`config.mk`:
```
export PLATFORM = sky130hd
export DESIGN_NAME = evenodd_arbiter_flat
export DESIGN_NICKNAME = d
export VERILOG_FILES = /design/src/rtl/evenodd_pkg.sv /design/src/rtl/evenodd_arbiter_if.sv /design/src/rtl/evenodd_arbiter_rr_arb2.sv /design/src/rtl/evenodd_arbiter.sv /design/src/flat_wrapper.sv
export SDC_FILE = /design/constraint.sdc
export NUM_CORES = 1
export LEC_CHECK = 0
export BUFFER_PORTS_ARGS = -buffer_cell sky130_fd_sc_hd__buf_4
export CORE_MARGIN = 4
export CORE_UTILIZATION = 47
export CTS_CLUSTER_SIZE = 12
export DETAILED_ROUTE_END_ITERATION = 16
export PLACE_DENSITY = 0.78
export RECOVER_POWER = 100
export SLEW_MARGIN = 20
export SYNTH_ARGS = -nofsm -noshare
export SYNTH_HDL_FRONTEND = slang
export SYNTH_SLANG_ARGS = --single-unit
```
`constraint.sdc`:
```
create_clock -name clk -period 1.7 [get_ports clk]
set_input_delay 0.255 -clock clk [delete_from_list [all_inputs] [get_ports clk]]
set_output_delay 0.255 -clock clk [all_outputs]
set_load 0.005 [all_outputs]
```
`src/rtl/evenodd_pkg.sv`:
```
// Shared types and constants for the even/odd counter arbiter slice.
// Imported by the arbiter top and its round-robin picker.
package evenodd_pkg;

   localparam int LEN_W_DEF = 4;
   localparam int CNT_W_DEF = 3;

   localparam logic OWNER_EVEN = 1'b0;
   localparam logic OWNER_ODD  = 1'b1;

   localparam logic [1:0] S_IDLE = 2'd0;
   localparam logic [1:0] S_CLR  = 2'd1;
   localparam logic [1:0] S_RUN  = 2'd2;
   localparam logic [1:0] S_DONE = 2'd3;

   typedef enum logic [1:0] {
      IDLE = S_IDLE,
      CLR  = S_CLR,
      RUN  = S_RUN,
      DONE = S_DONE
   } state_e;

   // Mode applied to the counter's oe for a given owner (1 = odd sequence).
   function automatic logic owner_to_oe(input logic owner);
      return (owner == OWNER_ODD) ? 1'b1 : 1'b0;
   endfunction

endpackage

```
`src/rtl/evenodd_arbiter_if.sv`:
```
// Requester, counter and result-stream signals of the even/odd arbiter.
// The slave modport is the arbiter's view; master is the surrounding system.
interface evenodd_arbiter_if #(
   parameter int LEN_W = 4,
   parameter int CNT_W = 3
) ();

   logic             req_even;
   logic [LEN_W-1:0] len_even;
   logic             req_odd;
   logic [LEN_W-1:0] len_odd;
   logic             gnt_even;
   logic             gnt_odd;
   logic             cnt_rst;
   logic             cnt_oe;
   logic [CNT_W-1:0] cnt_val;
   logic             val_out;
   logic [CNT_W-1:0] data_out;
   logic             owner;
   logic             busy;
   logic             done;

   modport slave (
      input  req_even, len_even, req_odd, len_odd, cnt_val,
      output gnt_even, gnt_odd, cnt_rst, cnt_oe,
             val_out, data_out, owner, busy, done
   );

   modport master (
      output req_even, len_even, req_odd, len_odd, cnt_val,
      input  gnt_even, gnt_odd, cnt_rst, cnt_oe,
             val_out, data_out, owner, busy, done
   );

endinterface

```
`src/rtl/evenodd_arbiter_rr_arb2.sv`:
```
// Two-way round-robin picker: on a tie the requester that did not win last time wins.
// Purely combinational; the last-owner pointer is kept by the caller.
module rr_arb2
   import evenodd_pkg::*;
(
   input  logic [1:0] req_i,   // bit 0 = even, bit 1 = odd
   input  logic       last_i,  // owner of the most recently completed burst
   output logic [1:0] gnt_o,
   output logic       win_o
);

   // Winner selection and one-hot grant.
   always_comb begin
      win_o = OWNER_EVEN;
      gnt_o = 2'b00;
      case (req_i)
         2'b01: begin
            win_o = OWNER_EVEN;
            gnt_o = 2'b01;
         end
         2'b10: begin
            win_o = OWNER_ODD;
            gnt_o = 2'b10;
         end
         2'b11: begin
            win_o = ~last_i;
            gnt_o = (last_i == OWNER_ODD) ? 2'b01 : 2'b10;
         end
         default: begin
            win_o = OWNER_EVEN;
            gnt_o = 2'b00;
         end
      endcase
   end

endmodule

```
`src/rtl/evenodd_arbiter.sv`:
```
// Round-robin sequencer in front of the even/odd counter: grants one requester,
// clears the counter, runs it for the latched length and streams its values back.
module evenodd_arbiter
   import evenodd_pkg::*;
#(
   parameter int LEN_W = LEN_W_DEF,
   parameter int CNT_W = CNT_W_DEF
) (
   input  logic              clk,
   input  logic              rst,
   evenodd_arbiter_if.slave  bus
);

   localparam logic [LEN_W-1:0] LEN_ONE = {{(LEN_W-1){1'b0}}, 1'b1};

   state_e           state_q, state_d;
   logic             owner_q, owner_d;
   logic             last_q, last_d;
   logic [LEN_W-1:0] len_q, len_d;
   logic [LEN_W-1:0] step_q, step_d;

   logic [1:0]       arb_req_s;
   logic [1:0]       arb_gnt_s;
   logic             arb_win_s;
   logic             last_step_s;

   logic             gnt_even_s;
   logic             gnt_odd_s;
   logic             cnt_rst_s;
   logic             cnt_oe_s;
   logic             val_out_s;
   logic [CNT_W-1:0] data_out_s;
   logic             owner_s;
   logic             busy_s;
   logic             done_s;

   assign arb_req_s   = {bus.req_odd, bus.req_even};
   assign last_step_s = (step_q == (len_q - LEN_ONE));

   rr_arb2 u_rr_arb2 (
      .req_i  (arb_req_s),
      .last_i (last_q),
      .gnt_o  (arb_gnt_s),
      .win_o  (arb_win_s)
   );

   // State, burst bookkeeping and round-robin pointer registers.
   always_ff @(posedge clk) begin
      if (rst) begin
         state_q <= IDLE;
         owner_q <= OWNER_EVEN;
         last_q  <= OWNER_ODD;   // even takes the first tie
         len_q   <= '0;
         step_q  <= '0;
      end else begin
         state_q <= state_d;
         owner_q <= owner_d;
         last_q  <= last_d;
         len_q   <= len_d;
         step_q  <= step_d;
      end
   end

   // Next-state logic; requests and lengths are only looked at in IDLE.
   always_comb begin
      state_d = state_q;
      owner_d = owner_q;
      last_d  = last_q;
      len_d   = len_q;
      step_d  = step_q;
      case (state_q)
         IDLE: begin
            if (arb_gnt_s != 2'b00) begin
               owner_d = arb_win_s;
               len_d   = arb_gnt_s[1] ? bus.len_odd : bus.len_even;
               state_d = CLR;
            end else begin
               state_d = IDLE;
            end
         end
         CLR: begin
            step_d = '0;
            if (len_q != '0) begin
               state_d = RUN;
            end else begin
               state_d = DONE;
            end
         end
         RUN: begin
            step_d = step_q + LEN_ONE;
            if (last_step_s) begin
               state_d = DONE;
            end else begin
               state_d = RUN;
            end
         end
         DONE: begin
            last_d  = owner_q;
            state_d = IDLE;
         end
         default: begin
            state_d = IDLE;
         end
      endcase
   end

   // Output decode from the state register; data is a zero-latency pass-through.
   always_comb begin
      gnt_even_s = 1'b0;
      gnt_odd_s  = 1'b0;
      cnt_rst_s  = 1'b0;
      cnt_oe_s   = 1'b0;
      val_out_s  = 1'b0;
      data_out_s = '0;
      owner_s    = OWNER_EVEN;
      busy_s     = 1'b0;
      done_s     = 1'b0;
      case (state_q)
         IDLE: begin
            busy_s = 1'b0;
         end
         CLR: begin
            busy_s    = 1'b1;
            cnt_rst_s = 1'b1;
         end
         RUN: begin
            busy_s     = 1'b1;
            val_out_s  = 1'b1;
            data_out_s = bus.cnt_val;
         end
         DONE: begin
            busy_s = 1'b1;
            done_s = 1'b1;
         end
         default: begin
            busy_s = 1'b0;
         end
      endcase
      if (busy_s) begin
         gnt_even_s = (owner_q == OWNER_EVEN);
         gnt_odd_s  = (owner_q == OWNER_ODD);
         cnt_oe_s   = owner_to_oe(owner_q);
         owner_s    = owner_q;
      end else begin
         gnt_even_s = 1'b0;
         gnt_odd_s  = 1'b0;
      end
   end

   assign bus.gnt_even = gnt_even_s;
   assign bus.gnt_odd  = gnt_odd_s;
   assign bus.cnt_rst  = cnt_rst_s;
   assign bus.cnt_oe   = cnt_oe_s;
   assign bus.val_out  = val_out_s;
   assign bus.data_out = data_out_s;
   assign bus.owner    = owner_s;
   assign bus.busy     = busy_s;
   assign bus.done     = done_s;

endmodule

```
`src/flat_wrapper.sv`:
```
// flat-port wrapper written by rule: the top's interface ports become plain ports
module evenodd_arbiter_flat import evenodd_pkg::*;
#(
   parameter int LEN_W = LEN_W_DEF,
   parameter int CNT_W = CNT_W_DEF
)
  (clk, rst, bus_req_even, bus_len_even, bus_req_odd, bus_len_odd, bus_cnt_val, bus_gnt_even, bus_gnt_odd, bus_cnt_rst, bus_cnt_oe, bus_val_out, bus_data_out, bus_owner, bus_busy, bus_done);
  evenodd_arbiter_if #(.LEN_W(LEN_W), .CNT_W(CNT_W)) bus_i ();
  input  logic clk;
  input  logic rst;
  input wire logic [$bits(bus_i.req_even)-1:0] bus_req_even;
  input wire logic [$bits(bus_i.len_even)-1:0] bus_len_even;
  input wire logic [$bits(bus_i.req_odd)-1:0] bus_req_odd;
  input wire logic [$bits(bus_i.len_odd)-1:0] bus_len_odd;
  input wire logic [$bits(bus_i.cnt_val)-1:0] bus_cnt_val;
  output wire logic [$bits(bus_i.gnt_even)-1:0] bus_gnt_even;
  output wire logic [$bits(bus_i.gnt_odd)-1:0] bus_gnt_odd;
  output wire logic [$bits(bus_i.cnt_rst)-1:0] bus_cnt_rst;
  output wire logic [$bits(bus_i.cnt_oe)-1:0] bus_cnt_oe;
  output wire logic [$bits(bus_i.val_out)-1:0] bus_val_out;
  output wire logic [$bits(bus_i.data_out)-1:0] bus_data_out;
  output wire logic [$bits(bus_i.owner)-1:0] bus_owner;
  output wire logic [$bits(bus_i.busy)-1:0] bus_busy;
  output wire logic [$bits(bus_i.done)-1:0] bus_done;
  assign bus_i.req_even = bus_req_even;
  assign bus_i.len_even = bus_len_even;
  assign bus_i.req_odd = bus_req_odd;
  assign bus_i.len_odd = bus_len_odd;
  assign bus_i.cnt_val = bus_cnt_val;
  assign bus_gnt_even = bus_i.gnt_even;
  assign bus_gnt_odd = bus_i.gnt_odd;
  assign bus_cnt_rst = bus_i.cnt_rst;
  assign bus_cnt_oe = bus_i.cnt_oe;
  assign bus_val_out = bus_i.val_out;
  assign bus_data_out = bus_i.data_out;
  assign bus_owner = bus_i.owner;
  assign bus_busy = bus_i.busy;
  assign bus_done = bus_i.done;
  evenodd_arbiter #(.LEN_W(LEN_W), .CNT_W(CNT_W)) u_core (.clk(clk), .rst(rst), .bus(bus_i));
endmodule
```
==> results.md, run 1 <==
* Share of cells above drive strength 1 at 0.2778
* Mapped cell area at 742.0 sq um
* WL per Instance at 12.41 um
* Status: finished, final reports clean
* Layout net count at about 130
* Rows at 14
* Hold WC Path Type: in -> reg
* GPL Wtd Cong at ~0.82
* Worst Max-Slew Pin Slew at between 0.5 and 0.6 ns
* RSZ-0062 raised after global routing: false
* CP max stage delay at 0.36 ns
* Slew Limit Fails at 0
* Post-route DRC at 0
* FMAX at roughly 0.63 GHz
* Setup violations, final at 0
* CP top delay family: flip-flops
* Worst-path clk slew at ~0.08 ns
* Synth Area in Simple Gates at 0.2040
* Die height at roughly 48 um
* Main combinational cell family by area after synthesis: simple AND/OR/NAND/NOR gates
* Post-synth ARST share at 0
* Post-DP HPWL at between 1000 and 1500 um
* Total track usage at 0.1549
* Syn Inst Count at between 80 and 90
* CTS Buf Count at 3
* Synth Area in Compound Gates at 0.1568
* CTS Sinks at 12
* Top-count cell post-synth: dfxtp_1
* Clk_lat worst skew at roughly 0.28 ns
* Fin Clk Skew at 0.008026 ns
* Sequential area share after synthesis at 0.3238
* Placed insts at 120
* Worst Setup End Kind: output pin
* Setup TNS after final layout at 0 ns
* Synth Area in Adders at 0.1180
* Setup Buffers After CTS at 0
* First-pass GRT wire length at 2359 um
* Total routed wirelength at around 1500 um
* Worst path required time at around 1.4 ns
* Max_cap viols at 0
* Leading post-synthesis cells by cell area: dfxtp_1 32%, ha_1 12%, mux2i_1 5.4%
* Static Leakage at about 0.42 nW
* YS warnings at 0
* Mean Syn Cell Area at 8.939 sq um
* WS Path Type: reg -> out
* Pin count of the biggest net entering global routing at 13
* DRT Pass-1 Iters at 2
* H-Tree Depth at 1
* Top-Level Pins at 26
* VDD IR max at between 0.5 and 0.6 mV
* Area grow syn2layout at 27.32%
* Power Dens Cells at ~1300 mW/mm^2
* CP Launch Type: flop
* Slew headroom at 0.6191
* Final min period at 1.589 ns
* Crit path cell chain: inv_1 > ha_1 > and2_0 > buf_4
* Antenna Violating Nets Remaining at 0
* DIE WIDTH at about 48 um
* Count of cell types in the netlist at 28
* Critical Path AT at around 1.3 ns
* Post-synth top area share at 0.3238
* Synth area leader: dfxtp_1
* Antenna violations before repair at 0
* Vias at ~660
* Congestion Overflow GR at 0
* Fin cells at 124
* Slowest CP cell: dfxtp_1
* Port buffer count at 25
* Synth cell count leaders: 12 x dfxtp_1, 10 x nor2_1, 7 x ha_1, 6 x inv_1
* Top_reg_cell synth: dfxtp_1
* Antenna cells at 0
* Via/cell ratio at between 5 and 6
* Mux contribution to synthesized area at 0.05396
* Clk buf depth at 2
* Final period util at 0.9346
* CTS tree: yes
* Post-synth EDFFs at 0
* Die area at 0.002278 sq mm
* Post-synthesis register bit count at 12
* Final hold violations at 0
* XOR/XNOR Fraction of Synth Area at 0.07083
* Starting Density at 0.4925
* CP Max Fanout at 8
* Syn Nets at about 110
* Buf/Inv on CP at 2
* Hold buffers post-CTS at 0
* Core ar. at between 0.0015 and 0.002 sq mm
* Fillers at 139
* Clock root cell: clkbuf_4
* DRT iter0 DRCs at 2
* Number of global-route vias before repair at between 500 and 600
power breakdown:
part	switching, W	total (W)	internal [W]
registers	0.0000564	0.000396	0.000339
clock network	0.0000995	0.000230	0.000130
logic	0.000278	0.000565	0.000287
repair_timing:
item                                    in CTS  in global routing
endpoints found under the setup margin       0                  3
gates resized for setup                      0                  1
hold endpoints to repair                     0                  0
area by class of cell:
class | instances | area, sq um | area share
clock buffer | 4 | 36.28 | 0.03841
inverter | 6 | 22.52 | 0.02384
sequential | 12 | 240.2 | 0.2543
multi-input combinational | 61 | 441.7 | 0.4676
tap | 16 | 20.02 | 0.02119
timing repair buffer | 25 | 183.9 | 0.1947
per-stage QoR:
| step | setup slack (ns) | utilization | hold WS [ns] | instance area (sq um) | total power, W |
|---|---|---|---|---|---|
| finish | 0.1111 | 0.6271 | 0.2336 | 944.7 | 0.001190 |
| global route | 0.01460 | 0.6271 | 0.2368 | 944.7 | 0.001285 |
| CTS | 0.07172 | 0.6337 | 0.2282 | 954.7 | 0.001219 |
| detailed placement | 0.2629 | 0.6096 | 0.5063 | 918.4 | 0.0009868 |
| global placement | 0.2892 | 0.6096 | 0.4995 | 918.4 | 0.0009637 |
| floorplan | 0.3286 | - | 0.3266 | 742.0 | 0.0008095 |
metal layers:
| metal | share of wire | track usage |
|---|---|---|
| met5 | 0 | 0 |
| met3 | 0.076 | 0.04511 |
| met1 | 0.39 | 0.1704 |
| met4 | 0.038 | 0.1129 |
| met2 | 0.50 | 0.2507 |
worst paths after layout:
| kind | startpoint | to | slack (ns) | depth (start not counted) |
|---|---|---|---|---|
| min | rst | u_core.step_q[0] | 0.23 | 2 |
| max reg2reg | u_core.state_q[1] | u_core.len_q[3] | 0.16 | 5 |
| min reg2reg | u_core.owner_q | u_core.owner_q | 0.51 | 2 |
| max | u_core.state_q[0] | bus_data_out[0] | 0.11 | 4 |
cell families after synthesis:
group / Yosys count
xor gates and xnor gates: 6
buffers and inverters: 10
and+or+nand+nor: 29
DFF: 12
muxes: 4
adders and majority gates: 7
AOI/OAI and AO/OA: 15
worst reg2reg max path: stages (launching register included):
cell      delay (ns)
dfxtp_1         0.34
inv_1           0.11
ha_1            0.19
nor2b_1         0.50
nor2_1          0.08
a211oi_1        0.23
cell usage in the layout (no fill, tap or decap):
cell type  instances
buf_4             17
dfxtp_1           12
nor2_1            10
clkbuf_4          10
ha_1               7
inv_1              6
mux2i_1            4
a211oi_1           4
xnor2_1            4
a21oi_1            4
nor2b_1            3
nand2b_1           3
and2_0             2
xor2_1             2
nor3_1             2
nand3_1            2
o21ai_0            2
nand2_1            2
and2_1             1
nor2b_2            1
a21boi_4           1
a31oi_1            1
a221oi_1           1
nor3b_1            1
nand3b_1           1
a211o_1            1
and3_1             1
a22oi_1            1
clkbuf_8           1
clkbuf_1           1
sequential cells by signal, summed over array words and instances (netlist names):
signal	count
u_core.state_q	2
u_core.last_q	1
u_core.owner_q	1
u_core.step_q	4
u_core.len_q	4
Note: power is estimated with default switching activity, not from simulation.
==> inputs of run 2 (changes only) <==
--- a/config.mk
+++ b/config.mk
@@ -6,11 +6,12 @@
 export NUM_CORES = 1
 export LEC_CHECK = 0
 export BUFFER_PORTS_ARGS = -buffer_cell sky130_fd_sc_hd__buf_4
+export CAP_MARGIN = 20
 export CORE_MARGIN = 4
 export CORE_UTILIZATION = 47
 export CTS_CLUSTER_SIZE = 12
 export DETAILED_ROUTE_END_ITERATION = 16
-export PLACE_DENSITY = 0.78
+export PLACE_DENSITY = 0.83
 export RECOVER_POWER = 100
 export SLEW_MARGIN = 20
 export SYNTH_ARGS = -nofsm -noshare
==> results.md, run 2 (same netlist as run 1, synthesis figures left out) <==
* CP Launch Type: flop
* Fin Hold WS at 0.2501 ns
* Regs by FF count: u_core.len_q x4, u_core.step_q x4, u_core.state_q x2
* Number of gates resized after CTS at 0
* Post-DP HPWL at between 1000 and 1500 um
* Fin Clk Skew at 0.006928 ns
* CTS Sinks at 12
* DRT iter0 DRCs at 5
* Worst Max-Slew Pin Slew at 0.5435 ns
* Final min period at around 1.6 ns
* Pin count of the biggest net entering global routing at 13
* Starting Density at 0.4925
* Hold buffers post-CTS at 0
* Final hold violations at 0
* Antenna Violating Nets Remaining at 0
* Most frequent cells in the layout: 21 x buf_4, 12 x dfxtp_1, 10 x nor2_1
* Worst-path clk slew at around 0.08 ns
* Setup TNS after final layout at 0 ns
* RSZ-0062 raised after global routing: false
* Number of global-route vias before repair at 663
* Worst path required time at about 1.4 ns
* Power Dens Cells at about 1300 mW/mm^2
* CTS tree: yes
* Die height at roughly 48 um
* Core ar. at between 0.0015 and 0.002 sq mm
* Share of cells above drive strength 1 at 0.2870
* Slew headroom at 0.6370
* GPL Wtd Cong at around 0.77
* Area grow syn2layout at 27.99%
* Clk buf depth at 2
* FMAX at ~0.63 GHz
* Total routed wirelength at 1614 um
* Rows at 14
* Worst Setup End Kind: output pin
* Setup Buffers After CTS at 0
* WL per Instance at roughly 13 um
* Hold WC Path Type: in -> reg
* Final period util at 0.9315
* Congestion Overflow GR at 0
* Max_cap viols at 0
* Die area at 0.002278 sq mm
* Clk_lat worst skew at around 0.27 ns
* Critical Path AT at ~1.3 ns
* Antenna violations before repair at 0
* Static Leakage at between 0.4 and 0.5 nW
* First-pass GRT wire length at approximately 2600 um
* CP Max Fanout at 5
* Slew Limit Fails at 0
* Status: finished, final reports clean
* Vias at between 600 and 700
* WS Path Type: reg -> out
* Top-Level Pins at 26
* DRT Pass-1 Iters at 2
* CTS Buf Count at 3
* VDD IR max at just under 0.6 mV
* Antenna cells at 0
* DIE WIDTH at 47.73 um
* Layout net count at approximately 130
* Total track usage at 0.1612
* Commonest non-fill, non-tap cell in the layout: buf_4
* Via/cell ratio at 5.315
* Post-route DRC at 0
* Setup violations, final at 0
* Port buffer count at 25
* Clock root cell: clkbuf_4
* H-Tree Depth at 1
run 2: critical path, cell delays in order (launching register included):
cell and delay (ns):
dfxtp_1 0.37, inv_1 0.10, ha_1 0.28, nor2b_2 0.18, buf_4 0.13
run 2: worst paths after layout:
check | from | endpoint | slack, ns | cells past startpoint
max | u_core.state_q[0] | bus_gnt_odd | 0.12 | 4
min reg2reg | u_core.owner_q | u_core.owner_q | 0.52 | 2
min | rst | u_core.state_q[0] | 0.25 | 2
max reg2reg | u_core.state_q[0] | u_core.len_q[3] | 0.18 | 5
run 2: metal layers:
metal	global-route usage	vias to the layer above	share of wire
met5	0	-	0
met4	0.03226	0	0
met3	0.04511	0	0.063
met2	0.3245	18	0.53
met1	0.1599	308	0.40
li1	-	333	-
run 2: power breakdown:
| part | switching (W) | internal [W] |
|---|---|---|
| sequential | 0.0000568 | 0.000339 |
| clock | 0.0000923 | 0.000130 |
| combinational | 0.000294 | 0.000286 |
| total | 0.000443 | 0.000755 |
run 2: final cells by class:
cell class                      count  area, sq um
Sequential cell                    12        240.2
Fill cell                         141        556.8
Inverter                            6        22.52
Multi-Input combinational cell     61        450.4
Tap cell                           16        20.02
Timing Repair Buffer               25        180.2
Clock buffer                        4        36.28
run 2: metrics by stage:
stage | setup slack [ns] | cell area [sq um] | util | instances | total power [W]
3_3_place_gp | 0.2933 | 918.4 | 0.6096 | 120 | 0.0009612
5_1_grt | 0.01996 | 949.7 | 0.6304 | 124 | 0.001294
6_report | 0.1165 | 949.7 | 0.6304 | 124 | 0.001197
2_1_floorplan | 0.3286 | 742.0 | - | 83 | 0.0008095
4_1_cts | 0.04274 | 954.7 | 0.6337 | 124 | 0.001229
3_5_place_dp | 0.2303 | 918.4 | 0.6096 | 120 | 0.001003
